--- src/rtl/div_sequencer_if.sv ---
// Handshake and result bundle between the execute-stage DIV issue logic and
// the divide sequencer.
interface div_sequencer_if #(
  parameter int WIDTH = 32
);
  logic             start;
  logic [WIDTH-1:0] dividend;
  logic [WIDTH-1:0] divisor;
  logic             is_mf_hi;
  logic             is_mf_lo;
  logic [WIDTH-1:0] hi;
  logic [WIDTH-1:0] lo;
  logic             busy;
  logic             stall_mf;
  logic             stall_div;

  modport slave (
    input  start, dividend, divisor, is_mf_hi, is_mf_lo,
    output hi, lo, busy, stall_mf, stall_div
  );

  modport master (
    output start, dividend, divisor, is_mf_hi, is_mf_lo,
    input  hi, lo, busy, stall_mf, stall_div
  );
endinterface

--- src/rtl/div_sequencer.sv ---
// Signed restoring divider with HI/LO result registers and hazard stalls
// for the pipelined MIPS core: IDLE -> RUN (WIDTH iterations) -> FIX -> IDLE.
module div_sequencer #(
  parameter int WIDTH = 32
) (
  input  logic             clk,
  input  logic             reset,
  div_sequencer_if.slave   bus
);

  localparam int CW = $clog2(WIDTH) + 1;

  localparam logic [1:0] ST_IDLE = 2'd0;
  localparam logic [1:0] ST_RUN  = 2'd1;
  localparam logic [1:0] ST_FIX  = 2'd2;

  localparam logic [WIDTH-1:0] ONE_W  = {{(WIDTH-1){1'b0}}, 1'b1};
  localparam logic [CW-1:0]    ONE_C  = {{(CW-1){1'b0}}, 1'b1};
  localparam logic [CW-1:0]    LAST_C = CW'(WIDTH - 1);

  logic [1:0]       state_q, state_d;
  logic [WIDTH-1:0] rem_q, rem_d;
  logic [WIDTH-1:0] quo_q, quo_d;
  logic [WIDTH-1:0] dvs_q, dvs_d;
  logic [WIDTH-1:0] hi_q, hi_d;
  logic [WIDTH-1:0] lo_q, lo_d;
  logic [CW-1:0]    cnt_q, cnt_d;
  logic             quo_neg_q, quo_neg_d;
  logic             rem_neg_q, rem_neg_d;
  logic             dbz_q, dbz_d;
  logic             busy_q, busy_d;

  logic [WIDTH:0]   shift_s;
  logic [WIDTH:0]   trial_s;

  function automatic logic [WIDTH-1:0] negate(input logic [WIDTH-1:0] v);
    return ~v + ONE_W;
  endfunction

  function automatic logic [WIDTH-1:0] magnitude(input logic [WIDTH-1:0] v);
    return v[WIDTH-1] ? negate(v) : v;
  endfunction

  // Next-state and datapath decisions for every FSM state.
  always_comb begin
    state_d   = state_q;
    rem_d     = rem_q;
    quo_d     = quo_q;
    dvs_d     = dvs_q;
    hi_d      = hi_q;
    lo_d      = lo_q;
    cnt_d     = cnt_q;
    quo_neg_d = quo_neg_q;
    rem_neg_d = rem_neg_q;
    dbz_d     = dbz_q;
    busy_d    = busy_q;

    // rem < divisor magnitude always holds, so the shifted value never needs bit WIDTH.
    shift_s = {rem_q, quo_q[WIDTH-1]};
    trial_s = shift_s - {1'b0, dvs_q};

    case (state_q)
      ST_IDLE: begin
        if (bus.start) begin
          dvs_d     = magnitude(bus.divisor);
          quo_neg_d = bus.dividend[WIDTH-1] ^ bus.divisor[WIDTH-1];
          rem_neg_d = bus.dividend[WIDTH-1];
          rem_d     = {WIDTH{1'b0}};
          cnt_d     = {CW{1'b0}};
          busy_d    = 1'b1;
          if (bus.divisor == {WIDTH{1'b0}}) begin
            // quo holds the raw dividend so FIX can hand it to HI untouched.
            dbz_d   = 1'b1;
            quo_d   = bus.dividend;
            state_d = ST_FIX;
          end else begin
            dbz_d   = 1'b0;
            quo_d   = magnitude(bus.dividend);
            state_d = ST_RUN;
          end
        end else begin
          state_d = ST_IDLE;
        end
      end

      ST_RUN: begin
        quo_d = {quo_q[WIDTH-2:0], ~trial_s[WIDTH]};
        rem_d = trial_s[WIDTH] ? shift_s[WIDTH-1:0] : trial_s[WIDTH-1:0];
        cnt_d = cnt_q + ONE_C;
        if (cnt_q == LAST_C) begin
          state_d = ST_FIX;
        end else begin
          state_d = ST_RUN;
        end
      end

      ST_FIX: begin
        if (dbz_q) begin
          lo_d = {WIDTH{1'b1}};
          hi_d = quo_q;
        end else begin
          lo_d = quo_neg_q ? negate(quo_q) : quo_q;
          hi_d = rem_neg_q ? negate(rem_q) : rem_q;
        end
        cnt_d   = {CW{1'b0}};
        busy_d  = 1'b0;
        state_d = ST_IDLE;
      end

      default: begin
        busy_d  = 1'b0;
        state_d = ST_IDLE;
      end
    endcase
  end

  // State and result registers; reset aborts any divide in flight.
  always_ff @(posedge clk or posedge reset) begin
    if (reset) begin
      state_q   <= ST_IDLE;
      rem_q     <= {WIDTH{1'b0}};
      quo_q     <= {WIDTH{1'b0}};
      dvs_q     <= {WIDTH{1'b0}};
      hi_q      <= {WIDTH{1'b0}};
      lo_q      <= {WIDTH{1'b0}};
      cnt_q     <= {CW{1'b0}};
      quo_neg_q <= 1'b0;
      rem_neg_q <= 1'b0;
      dbz_q     <= 1'b0;
      busy_q    <= 1'b0;
    end else begin
      state_q   <= state_d;
      rem_q     <= rem_d;
      quo_q     <= quo_d;
      dvs_q     <= dvs_d;
      hi_q      <= hi_d;
      lo_q      <= lo_d;
      cnt_q     <= cnt_d;
      quo_neg_q <= quo_neg_d;
      rem_neg_q <= rem_neg_d;
      dbz_q     <= dbz_d;
      busy_q    <= busy_d;
    end
  end

  assign bus.hi        = hi_q;
  assign bus.lo        = lo_q;
  assign bus.busy      = busy_q;
  // The start term catches a DIV in E and an MF in D arriving together.
  assign bus.stall_mf  = (busy_q | bus.start) & (bus.is_mf_hi | bus.is_mf_lo);
  assign bus.stall_div = busy_q & bus.start;

endmodule
--- src/flat_wrapper.sv ---
// flat-port wrapper written by rule: the top's interface ports become plain ports
module div_sequencer_flat 
#(
  parameter int WIDTH = 32
)
  (clk, reset, bus_start, bus_dividend, bus_divisor, bus_is_mf_hi, bus_is_mf_lo, bus_hi, bus_lo, bus_busy, bus_stall_mf, bus_stall_div);
  div_sequencer_if #(.WIDTH(WIDTH)) bus_i ();
  input  logic clk;
  input  logic reset;
  input wire logic [$bits(bus_i.start)-1:0] bus_start;
  input wire logic [$bits(bus_i.dividend)-1:0] bus_dividend;
  input wire logic [$bits(bus_i.divisor)-1:0] bus_divisor;
  input wire logic [$bits(bus_i.is_mf_hi)-1:0] bus_is_mf_hi;
  input wire logic [$bits(bus_i.is_mf_lo)-1:0] bus_is_mf_lo;
  output wire logic [$bits(bus_i.hi)-1:0] bus_hi;
  output wire logic [$bits(bus_i.lo)-1:0] bus_lo;
  output wire logic [$bits(bus_i.busy)-1:0] bus_busy;
  output wire logic [$bits(bus_i.stall_mf)-1:0] bus_stall_mf;
  output wire logic [$bits(bus_i.stall_div)-1:0] bus_stall_div;
  assign bus_i.start = bus_start;
  assign bus_i.dividend = bus_dividend;
  assign bus_i.divisor = bus_divisor;
  assign bus_i.is_mf_hi = bus_is_mf_hi;
  assign bus_i.is_mf_lo = bus_is_mf_lo;
  assign bus_hi = bus_i.hi;
  assign bus_lo = bus_i.lo;
  assign bus_busy = bus_i.busy;
  assign bus_stall_mf = bus_i.stall_mf;
  assign bus_stall_div = bus_i.stall_div;
  div_sequencer #(.WIDTH(WIDTH)) u_core (.clk(clk), .reset(reset), .bus(bus_i));
endmodule
--- config.mk ---
export PLATFORM = sky130hd
export DESIGN_NAME = div_sequencer_flat
export DESIGN_NICKNAME = d
export VERILOG_FILES = /design/src/rtl/div_sequencer_if.sv /design/src/rtl/div_sequencer.sv /design/src/flat_wrapper.sv
export SDC_FILE = /design/constraint.sdc
export NUM_CORES = 1
export LEC_CHECK = 0
export BUFFER_PORTS_ARGS = -buffer_cell sky130_fd_sc_hd__buf_2
export CAP_MARGIN = 20
export CORE_MARGIN = 1.5
export CORE_UTILIZATION = 41
export CTS_CLUSTER_DIAMETER = 50
export CTS_CLUSTER_SIZE = 28
export DETAILED_ROUTE_END_ITERATION = 10
export PLACE_DENSITY = 0.59
export SYNTH_ARGS = -nofsm -noshare
export SYNTH_HDL_FRONTEND = slang
export SYNTH_SLANG_ARGS = --single-unit
--- constraint.sdc ---
create_clock -name clk -period 6.5 [get_ports clk]
set_input_delay 0.975 -clock clk [delete_from_list [all_inputs] [get_ports clk]]
set_output_delay 0.975 -clock clk [all_outputs]
set_load 0.03 [all_outputs]
---- After elaboration in Yosys (flattened, before gate mapping) ----
Cells that the tools add are included.
cells by class
  reduce and logical (&&, ||, !) cells .... 8
  multiplexer cells ....................... 21
  bitwise operators ....................... 11
  $add $sub $neg .......................... 6
  equality and inequality tests ........... 4
operators with widths
  cell                     number
  $mux W32                 10
  $add A32 B1 Y32 const B  4
  $not A32 Y32             4
  $pmux W32 S2             2
  $sub A33 B32 Y33         1
  $logic_not A32 Y1        1
  $pmux W6 S3              1
  $reduce_and A2 Y1        4
  $add A6 B1 Y6 const B    1
  $eq A6 B5 Y1 const B     1
  $mux W2                  3
  $mux W6                  1
  $pmux W2 S2              1
  $reduce_bool A3 Y1       1
  $and A1 B1 Y1            2
  $eq A2 B1 Y1 const B     1
  $eq A2 B2 Y1 const B     1
  $logic_not A2 Y1         1
  $mux W1                  2
  $ne A2 B2 Y1 const B     1
  $not A1 Y1               2
  $or A1 B1 Y1             2
  $pmux W1 S2              1
  $reduce_bool A2 Y1       1
  $xor A1 B1 Y1            1
word-level totals
  word-level logic and storage cells ...... 61
  input bits .............................. 69
  flip-flop bits (word level) ............. 172
  output and inout bits ................... 67

---- Logic depth before layout (Yosys ltp) ----
Gate-level depths: netlist (run 1).
  depth in word-level cells ............... 6
  mapped depth ............................ 13
  gate-level depth less buffers ........... 11

---- Worst setup path after synthesis (run 1) ----
Ideal clock, no wire load.
  kind .................................... input-to-reg
  start point ............................. in bus_divisor[13]
  end point ............................... reg u_core.quo_q[31]
  data required time ...................... 6.434 ns
  cell stages on the path ................. 7
  setup slack ............................. 3.096 ns
  buffers on the path ..................... 0
  arrival time ............................ 3.338 ns
  cell sequence ........................... or4_4 > or4_4 > or4_4 > or2_4 > or3_4 > a21oi_2 > a221o_1
on the way
  word-level cells in the longest chain between the ends .. 4
RTL lines
  what                  RTL line              text
  start, declared       flat_wrapper.sv:12    input wire logic [$bits(bus_i.divisor)-1:0] bus_divisor;
  $logic_not A32 Y1     div_sequencer.sv:71   if (bus.divisor == {WIDTH{1'b0}}) begin
  $mux W32              div_sequencer.sv:71
  $mux W32              div_sequencer.sv:64   if (bus.start) begin
  $pmux W32 S2          div_sequencer.sv:62   case (state_q)
  end signal, assigned  div_sequencer.sv:122  quo_q <= {WIDTH{1'b0}};
  end signal, assigned  div_sequencer.sv:134  quo_q <= quo_d;
  end, declared         div_sequencer.sv:23   logic [WIDTH-1:0] quo_q, quo_d;
No other way between the ends. The select of a mux whose other input is x is not followed.
A chain may end at the register's enable or synchronous reset.

---- Final worst setup path (run 1) ----
  start point ............................. reg u_core.quo_q[2]
  end point ............................... reg u_core.lo_q[31] (netlist: u_core.bus.lo[31])
on the way
  word-level cells in the longest chain between the ends .. 4
RTL lines
  what                  RTL line              text
  $not A32 Y32          div_sequencer.sv:37   return ~v + ONE_W;
  $add A32 B1 Y32       div_sequencer.sv:37
  $mux W32              div_sequencer.sv:102  lo_d = quo_neg_q ? negate(quo_q) : quo_q;
  $mux W32              div_sequencer.sv:98   if (dbz_q) begin
  end signal, assigned  div_sequencer.sv:125  lo_q <= {WIDTH{1'b0}};
  end signal, assigned  div_sequencer.sv:137  lo_q <= lo_d;
  end, declared         div_sequencer.sv:26   logic [WIDTH-1:0] lo_q, lo_d;
No other way between the ends.

==> flow_summary.json, run 1 <==
{
  "status": "finished clean",
  "finalNonFillerCells": 1851,
  "synth-seq-cells": 172,
  "gp_congestion": 0.929,
  "start_util": 0.415,
  "critPathLaunchType": "register",
  "fmax_mhz": 289,
  "r2r-start": "u_core.quo_q[2]",
  "portBuffers": 135,
  "layout_commonest_cell": "nand2_1",
  "cts_tree": "built",
  "worst_hold_path_type": "register to register",
  "cts-resized-gates": 0,
  "clk_latency_ps": 440,
  "synth_top_family_by_area": "compound AO/OA/AOI/OAI gates",
  "core_um2": 27700,
  "crit_type": "register to register",
  "die-area_um2": 29000,
  "ys_async_sr_fraction": 1.00,
  "wl_um": 32700,
  "ys_warn_count": 0,
  "slew_headroom": 0.291,
  "num_vias": 10200,
  "drv_slew": 0,
  "clkSinkCount": 172,
  "power.total_mw": 7.15,
  "required_ps": 6810,
  "crit_fanout": 7,
  "synth_top_area_share": 0.374,
  "drt_iter0_markers": 827,
  "use_met3": 0.0307,
  "cts_buffers": 17,
  "netlist_area_um2": 11500,
  "drt_first_pass_iters": 5,
  "synth.area.top_cells": "dfrtp_1, o21ai_0, xor2_1, nand2_1, ha_1",
  "drive_above_1_share": 0.142,
  "p_per_area_nw_per_um2": 549,
  "root_buffer": "clkbuf_16",
  "synth_compound_area_frac": 0.226,
  "clk_path_buf_depth": 2,
  "setup_viol": 0,
  "hold_viol_final": 0,
  "hp-start": "u_core.bus.hi[23]",
  "antenna_found_initial": 1,
  "post_cts_buffers": 0,
  "rsz0062_at_grt": "false",
  "dpl.hpwl_um": 24400,
  "fp.dieH_um": 170,
  "viasPerCell": 5.51,
  "grt_use_met2": 0.341,
  "synth_nets": 1486,
  "finalNetCount": 1566,
  "grt-ovfl-total": 0,
  "worst_pin_slew_ps": 1060,
  "worst_ir_drop_vdd_mv": 0.289,
  "post-route-min-period_ps": 3460,
  "crit_start": "u_core.quo_q[2]",
  "min_period_over_period": 0.533,
  "use_met1": 0.343,
  "top_usage_layer": "met1",
  "multiInputGateArea_um2": 6640,
  "fin_worst_skew_ps": 14.6,
  "grt_max_degree": 78,
  "grt_pass1_wl_um": 52300,
  "register_area_um2": 4310,
  "synth_fa_ha_area_frac": 0.0420,
  "netlist-cell-type-count": 69,
  "place_inst": 1817,
  "cts.clk_slew.worst_paths_ps": 70,
  "fin_ws_ps": 3040,
  "synth_mux_area_frac": 0.0270,
  "synthSimpleGateAreaFrac": 0.172,
  "max_cap_violations": 0,
  "postRouteAntennaNets": 0,
  "hold_slack_ps": 471,
  "h-tree-depth": 4,
  "synth_xor_area_frac": 0.110,
  "rows": 61,
  "n_fill_cell": 2775,
  "worst_setup_path_end_kind": "register",
  "hold_buffers": 0,
  "ioPinCount": 136,
  "syn2layout_area_growth_pct": 13.2,
  "slowest_stage": "nor4_1",
  "syn_inst": 1379,
  "rrSetupSlack_ps": 3040,
  "synth-edff-count": 0,
  "tns_ps": 0,
  "routedWlPerCell_um": 17.7,
  "cp.arrival_ps": 3770,
  "yosys.area.top_type": "dfrtp_1",
  "ys_seq_area_frac": 0.374,
  "crit_chain": "or3_1 -> nor4_1 -> nand4_1 -> or4_1 -> o31ai_1 -> xnor2_1 -> o21ai_0 -> nand2_1",
  "grt_use_total": 0.231,
  "synth_ff_type": "dfrtp_1",
  "final_cell_mix": "nand2_1, o21ai_0, dfrtp_1",
  "critPathMaxStageDelay_ps": 650,
  "grt_pass1_vias": 9518,
  "drc": 0,
  "synth_area_per_cell_um2": 8.34,
  "p_leak_nw": 5.92,
  "post-place-ws_ps": 2660,
  "fp.dieW_um": 170
}
==> power breakdown <==
| group | switching (mW) | leakage (nW) | internal [mW] |
|---|---|---|---|
| registers | 0.670 | 2.22 | 1.45 |
| logic | 2.27 | 3.40 | 1.69 |
| clock network | 0.484 | 0.296 | 0.582 |
| total | 3.43 | 5.92 | 3.72 |
==> layout make-up <==
class                      instances  share of cell area
timing repair buffer             145              0.0587
clock inverter                    15              0.0135
clock buffer                      17              0.0327
inverter                          59              0.0174
tap                              378              0.0363
sequential                       172               0.331
multi-input combinational       1064               0.510
antenna                            1            0.000192
==> Yosys cell counts (29+ instances only) <==
master	n
clkbuf_1	70
xor2_1	93
inv_1	59
dfrtp_1	172
o31ai_1	31
mux2i_1	31
ha_1	37
xnor2_1	51
o21ai_0	176
nand2_1	205
a22oi_1	29
nor2_1	89
a21oi_1	89
==> per-stage QoR <==
step,util,cell area (um2)
floorplan,-,11500
global placement,0.447,12400
detailed placement,0.447,12400
CTS,0.469,13000
global route,0.470,13000
finish,0.470,13000
==> per-layer routing <==
metal  up-vias  routed length, um
li1       5055                  -
met1      4803              16400
met2       293              13900
met3        42               1600
met4         0                871
met5         -                  0
==> state kept, by name, indices dropped and copies added, names as in the netlist <==
| register | cells |
|---|---|
| u_core.bus.busy | 1 |
| u_core.bus.hi | 32 |
| u_core.bus.lo | 32 |
| u_core.cnt_q | 6 |
| u_core.dbz_q | 1 |
| u_core.dvs_q | 32 |
| u_core.quo_neg_q | 1 |
| u_core.quo_q | 32 |
| u_core.rem_neg_q | 1 |
| u_core.rem_q | 32 |
| u_core.state_q | 2 |
==> critical path, delay by kind of cell, from the launching register on <==
| family | cells | cell delay [ps] |
|---|---|---|
| compound gates | 2 | 690 |
| xor+xnor | 1 | 110 |
| flops | 1 | 530 |
| simple gates | 5 | 2000 |
==> logic make-up (layout without fill, tap and decap cells) <==
group / Yosys count / in the layout
XOR/XNOR: 144 / 144
other: 0 / 1
multiplexers: 31 / 31
buffers and inverters: 143 / 236
flip-flops: 172 / 172
AND/OR/NAND/NOR: 427 / 427
adder cells (fa/ha/maj): 38 / 38
AO/OA/AOI/OAI: 424 / 424
==> final timing paths <==
kind | to | cells after the start
min | u_core.bus.hi[23] | 2
max | u_core.bus.lo[31] | 8
max reg2reg | u_core.bus.lo[31] | 8
min in group asynchronous | u_core.bus.hi[7] | 2
max in group asynchronous | u_core.dbz_q | 3
min reg2reg | u_core.bus.hi[23] | 2
(Power assumes the default switching activity.)
==> run 2: changes to the inputs <==
- PLACE_DENSITY: 0.59 -> 0.61
- clock period: 6.5 -> 3.1 ns (I/O delays scaled with it)
==> flow_summary.json, run 2 (synthesis gave the netlist of run 1 again) <==
{
  "slowest_stage": "or4_1",
  "dpl.hpwl_um": 26300,
  "required_ps": 3420,
  "worst_pin_slew_ps": 947,
  "clk_path_buf_depth": 2,
  "antennaDiodeCount": 0,
  "root_buffer": "clkbuf_16",
  "worst_setup_path_end_kind": "register",
  "ioPinCount": 136,
  "clkPwrFrac": 0.139,
  "crit_chain": "or4_1 -> nor4b_4 -> nand4_1 -> or4_1 -> o31ai_1 -> xnor2_1 -> o21ai_0 -> nand2_1",
  "clk_latency_ps": 440,
  "fin_ws_ps": 200,
  "final_cell_mix": "nand2_1, o21ai_0, dfrtp_1",
  "post-place-ws_ps": -102,
  "n_fill_cell": 2719,
  "drc": 0,
  "fp.dieW_um": 170,
  "cts_tree": "built",
  "crit_type": "register to register",
  "rsz0062_at_grt": "false",
  "p_switching_mw": 7.60,
  "num_vias": 10600,
  "postRouteAntennaNets": 0,
  "power.share.switching": 0.466,
  "hold_buffers": 0,
  "cts.clk_slew.worst_paths_ps": 70,
  "p_int_mw": 8.70,
  "min_period_over_period": 0.935,
  "post_dp_cell_area_um2": 13200,
  "drt_first_pass_iters": 6,
  "final_design_area_no_fill_um2": 13900,
  "layout_commonest_cell": "nand2_1",
  "portBuffers": 135,
  "power.total_mw": 16.3,
  "grt-ovfl-total": 0,
  "critPathBufInv": 0,
  "viasPerCell": 5.45,
  "grt_pass1_vias": 9819,
  "syn2layout_area_growth_pct": 20.8,
  "worst_ir_drop_vdd_mv": 0.573,
  "drt_iter0_markers": 876,
  "drv_slew": 0,
  "status": "finished clean",
  "gp_congestion": 0.938,
  "slew_headroom": 0.369,
  "core_um2": 27700,
  "max_cap_violations": 0,
  "rows": 61,
  "critPathLaunchType": "register",
  "fp.dieH_um": 170,
  "power_frac_comb": 0.622,
  "hold_viol_final": 0,
  "wl_um": 33800,
  "h-tree-depth": 4,
  "antenna_found_initial": 0,
  "seq_power_share": 0.239,
  "worst_hold_path_type": "input pin to asynchronous set/reset pin",
  "grt_max_degree": 67,
  "fin_worst_skew_ps": 16.9,
  "cp.arrival_ps": 3220,
  "grt_use_total": 0.238,
  "finalNetCount": 1665,
  "cts_buffers": 17,
  "critPathMostFrequentCell": "or4_1",
  "fmax_mhz": 345,
  "p_leak_nw": 6.43,
  "die-area_um2": 29000,
  "post-route-min-period_ps": 2900,
  "start_util": 0.415,
  "crit_family": "simple AND/OR/NAND/NOR gates",
  "critPathMaxStageDelay_ps": 660,
  "p_per_area_nw_per_um2": 1170,
  "grt_pass1_wl_um": 53800,
  "setup_viol": 0,
  "tns_ps": 0,
  "drive_above_1_share": 0.199,
  "clkSinkCount": 172,
  "routedWlPerCell_um": 17.3,
  "crit_fanout": 3
}
==> run 2: repair_timing <==
action                                  in CTS  in global routing
setup buffers                                0                  0
endpoints found under the setup margin       0                 29
gates resized for setup                      0                  8
hold endpoints to repair                     0                  0
==> run 2: path summary, 6_finish.rpt <==
check	startpoint	endpoint	slack, ps	cells past startpoint
max in group asynchronous	reset	u_core.bus.lo[18]	2230	3
min in group clk	bus_divisor[28]	u_core.dvs_q[28]	320	3
worst max register to register	u_core.quo_q[8]	u_core.bus.lo[31]	200	8
worst max-delay path	u_core.quo_q[8]	u_core.bus.lo[31]	200	8
worst min-delay path	reset	u_core.rem_q[1]	140	3
worst min register to register	u_core.bus.hi[22]	u_core.bus.hi[22]	470	2
==> run 2: final cells by class <==
type / instances / area [um2] / area share
multi-input combinational: 1064 / 6680 / 0.481
sequential: 172 / 4310 / 0.310
timing repair buffer: 244 / 1580 / 0.114
tap: 378 / 473 / 0.0341
clock buffer: 17 / 425 / 0.0306
inverter: 59 / 225 / 0.0162
clock inverter: 15 / 195 / 0.0141
==> run 2: per-layer routing <==
metal  up-vias  GRT usage  part of all wire
met5         -          0                 0
met4         0     0.0820             0.028
met3        45     0.0358             0.056
met2       306      0.349              0.42
met1      5019      0.355              0.50
li1       5260          -                 -
==> run 2: stage by stage <==
stage          instances  hold slack, ps   util
6_report            1949             136  0.501
5_1_grt             1949             173  0.501
4_1_cts             1949             157  0.500
3_5_place_dp        1917             458  0.477
3_3_place_gp        1917             447  0.477
2_1_floorplan       1379             443      -
==> run 2: worst register-to-register path, cell delays in order, from the launching register on <==
cell and delay, ps:
dfrtp_1 380, or4_1 660, nor4b_4 340, nand4_1 200, or4_1 510, o31ai_1 310, xnor2_1 110, o21ai_0 210
nand2_1 70
==> run 2: power groups by stage <==
| stage | clock, mW | sequential [mW] | combinational, mW |
|---|---|---|---|
| after floorplan | 0 | 3.81 | 6.64 |
| after global placement | 0 | 3.89 | 9.82 |
| after detailed placement | 0 | 3.90 | 9.95 |
| after CTS | 2.30 | 3.86 | 10.0 |
| after global routing | 2.39 | 3.98 | 11.3 |
| final | 2.27 | 3.90 | 10.1 |
==> run 3: changes to the inputs <==
- ABC_AREA: not set -> 1
- CTS_CLUSTER_SIZE: 28 -> not set
- PLACE_DENSITY: 0.61 -> 0.6
==> flow_summary.json, run 3 <==
{
  "status": "finished clean",
  "clk_path_buf_depth": 2,
  "hold_viol_final": 0,
  "h-tree-depth": 4,
  "r2r-end": "u_core.rem_q[29]",
  "final_cell_mix": "nand2_1, inv_1, nand3_1",
  "r2r-start": "u_core.dvs_q[0]",
  "rows": 67,
  "multiInputGateArea_um2": 8290,
  "max_cap_violations": 0,
  "p_leak_nw": 8.74,
  "drive_above_1_share": 0.105,
  "crit_family": "simple AND/OR/NAND/NOR gates",
  "critPathMostFrequentCell": "nand2_4",
  "drc": 0,
  "finalNetCount": 2504,
  "synth_nets": 2405,
  "critPathLaunchType": "register",
  "slew_headroom": 0.455,
  "fin_worst_skew_ps": 13.2,
  "ys_seq_area_frac": 0.304,
  "crit_chain": "ha_1 -> fa_1 -> inv_1 -> nand2_1 -> nand2_1 -> nand3_1 -> nand2_2 -> nand2_2 -> nand2_4 -> nand2_4 -> nand2_4 -> nand2_4 -> nand2_4 -> nand2_1 -> nand3_1 -> nand2_1",
  "final_design_area_no_fill_um2": 15800,
  "crit_type": "register to register",
  "fp.dieH_um": 189,
  "drv_slew": 0,
  "crit_cells": 16,
  "r2r.worst_path.cells": 16,
  "netlist-cell-type-count": 47,
  "antennaDiodeCount": 0,
  "antenna_found_initial": 0,
  "grt_pass1_wl_um": 76400,
  "crit_fanout": 16,
  "ys_top_cells_by_count": "nand2_1, inv_1, nand3_1",
  "register_area_um2": 4300,
  "p_per_area_nw_per_um2": 1150,
  "portBuffers": 135,
  "cts-resized-gates": 0,
  "min_period_over_period": 0.848,
  "worst_setup_path_end_kind": "register",
  "clkSinkCount": 172,
  "n_fill_cell": 3622,
  "worst_ir_drop_vdd_mv": 0.555,
  "fmax_mhz": 381,
  "rrSetupSlack_ps": 470,
  "root_buffer": "clkbuf_16",
  "grt-ovfl-total": 0,
  "core_um2": 33800,
  "rsz0062_at_grt": "false",
  "fin_util": 0.469,
  "post-route-min-period_ps": 2630,
  "synth_ff_type": "dfrtp_1",
  "synth_area_per_cell_um2": 6.17,
  "start_util": 0.419,
  "grt_max_degree": 62,
  "clk_latency_ps": 460,
  "worst_hold_path_type": "input pin to asynchronous set/reset pin",
  "slowest_stage": "dfrtp_1",
  "syn_inst": 2298,
  "dpl.hpwl_um": 38600,
  "setup_viol": 0,
  "synth-edff-count": 0,
  "grt_use_total": 0.276,
  "die-area_um2": 35700,
  "critPathMaxStageDelay_ps": 460,
  "postRouteAntennaNets": 0,
  "drt_first_pass_iters": 8,
  "viasPerCell": 5.28,
  "gp_congestion": 0.930,
  "num_vias": 15100,
  "synth.area.top_cells": "dfrtp_1, nand2_1, inv_1, nand3_1, nor2_1",
  "post_dp_cell_area_um2": 15300,
  "routedWlPerCell_um": 17.2,
  "grt_pass1_vias": 13300,
  "post_cts_buffers": 0,
  "cts.clk_slew.worst_paths_ps": 70,
  "cp.arrival_ps": 2970,
  "syn2layout_area_growth_pct": 11.8,
  "synth.most_common_cell": "nand2_1",
  "ys_warn_count": 0,
  "ioPinCount": 136,
  "hold_buffers": 0,
  "cts_tree": "built",
  "cts_buffers": 17,
  "tns_ps": 0,
  "drt_iter0_markers": 1380,
  "yosys.area.top_type": "dfrtp_1",
  "ys_async_sr_fraction": 1.00,
  "worst_pin_slew_ps": 813,
  "required_ps": 3440,
  "netlist_area_um2": 14200,
  "wl_um": 49300,
  "synth-seq-cells": 172,
  "critPathBufInv": 1,
  "synth_top_area_share": 0.304,
  "fp.dieW_um": 189,
  "layout_commonest_cell": "nand2_1"
}
-- run 3: area by class of cell --
class                   instances  share of cell area
inverters                     333              0.0791
repair buffers                158              0.0567
flip-flops and latches        172               0.272
multi-input cells            1715               0.523
clock buffers                  24              0.0304
well taps                     448              0.0354
clock inverters                 8             0.00371
-- run 3: metrics by stage --
stage               setup WS, ps  power [mW]  std cells  hold slack, ps
floorplan                    438        12.7       2298             449
global placement             598        15.9       2826             460
detailed placement           511        16.0       2826             461
CTS                          502        18.1       2858            41.1
global route                 298        19.9       2858            67.3
finish                       473        18.2       2858            40.6
-- run 3: worst register-to-register path: stages (launching register included) --
cell and delay [ps]:
dfrtp_1 460, ha_1 260, fa_1 410, inv_1 110, nand2_1 50, nand2_1 70, nand3_1 80, nand2_2 120
nand2_2 80, nand2_4 70, nand2_4 70, nand2_4 110, nand2_4 140, nand2_4 250, nand2_1 100, nand3_1 80
nand2_1 60
-- run 3: cell families (layout without fill, tap and decap cells) --
group                      after synthesis  after routing  synth area share
adders and majority gates               38             38            0.0341
xor gates and xnor gates                58             58            0.0358
DFF                                    172            172             0.304
and+or+nand+nor                       1344           1344             0.407
buffers and inverters                  411            523             0.113
AOI/OAI and AO/OA                      275            275             0.106
-- run 3: how the worst max path moves through the flow --
stage | endpoint | startpoint | slack (ps)
after floorplan | u_core.bus.busy | reset | 440
after global placement | u_core.rem_q[28] | u_core.dvs_q[0] | 600
after detailed placement | u_core.rem_q[30] | u_core.dvs_q[0] | 510
after CTS | u_core.rem_q[30] | u_core.dvs_q[0] | 500
after global routing | u_core.rem_q[28] | u_core.quo_q[31] | 300
final | u_core.rem_q[29] | u_core.dvs_q[0] | 470
-- run 3: per-layer routing --
layer  global-route usage  share of wire
met5                    0              0
met4               0.0546          0.013
met3               0.0400          0.070
met2                0.403           0.42
met1                0.429           0.50
-- run 3: power breakdown --
part	switching, mW	internal [mW]	total, mW
combinational	7.97	3.84	11.8
clock	0.979	1.10	2.07
sequential	1.17	3.17	4.34
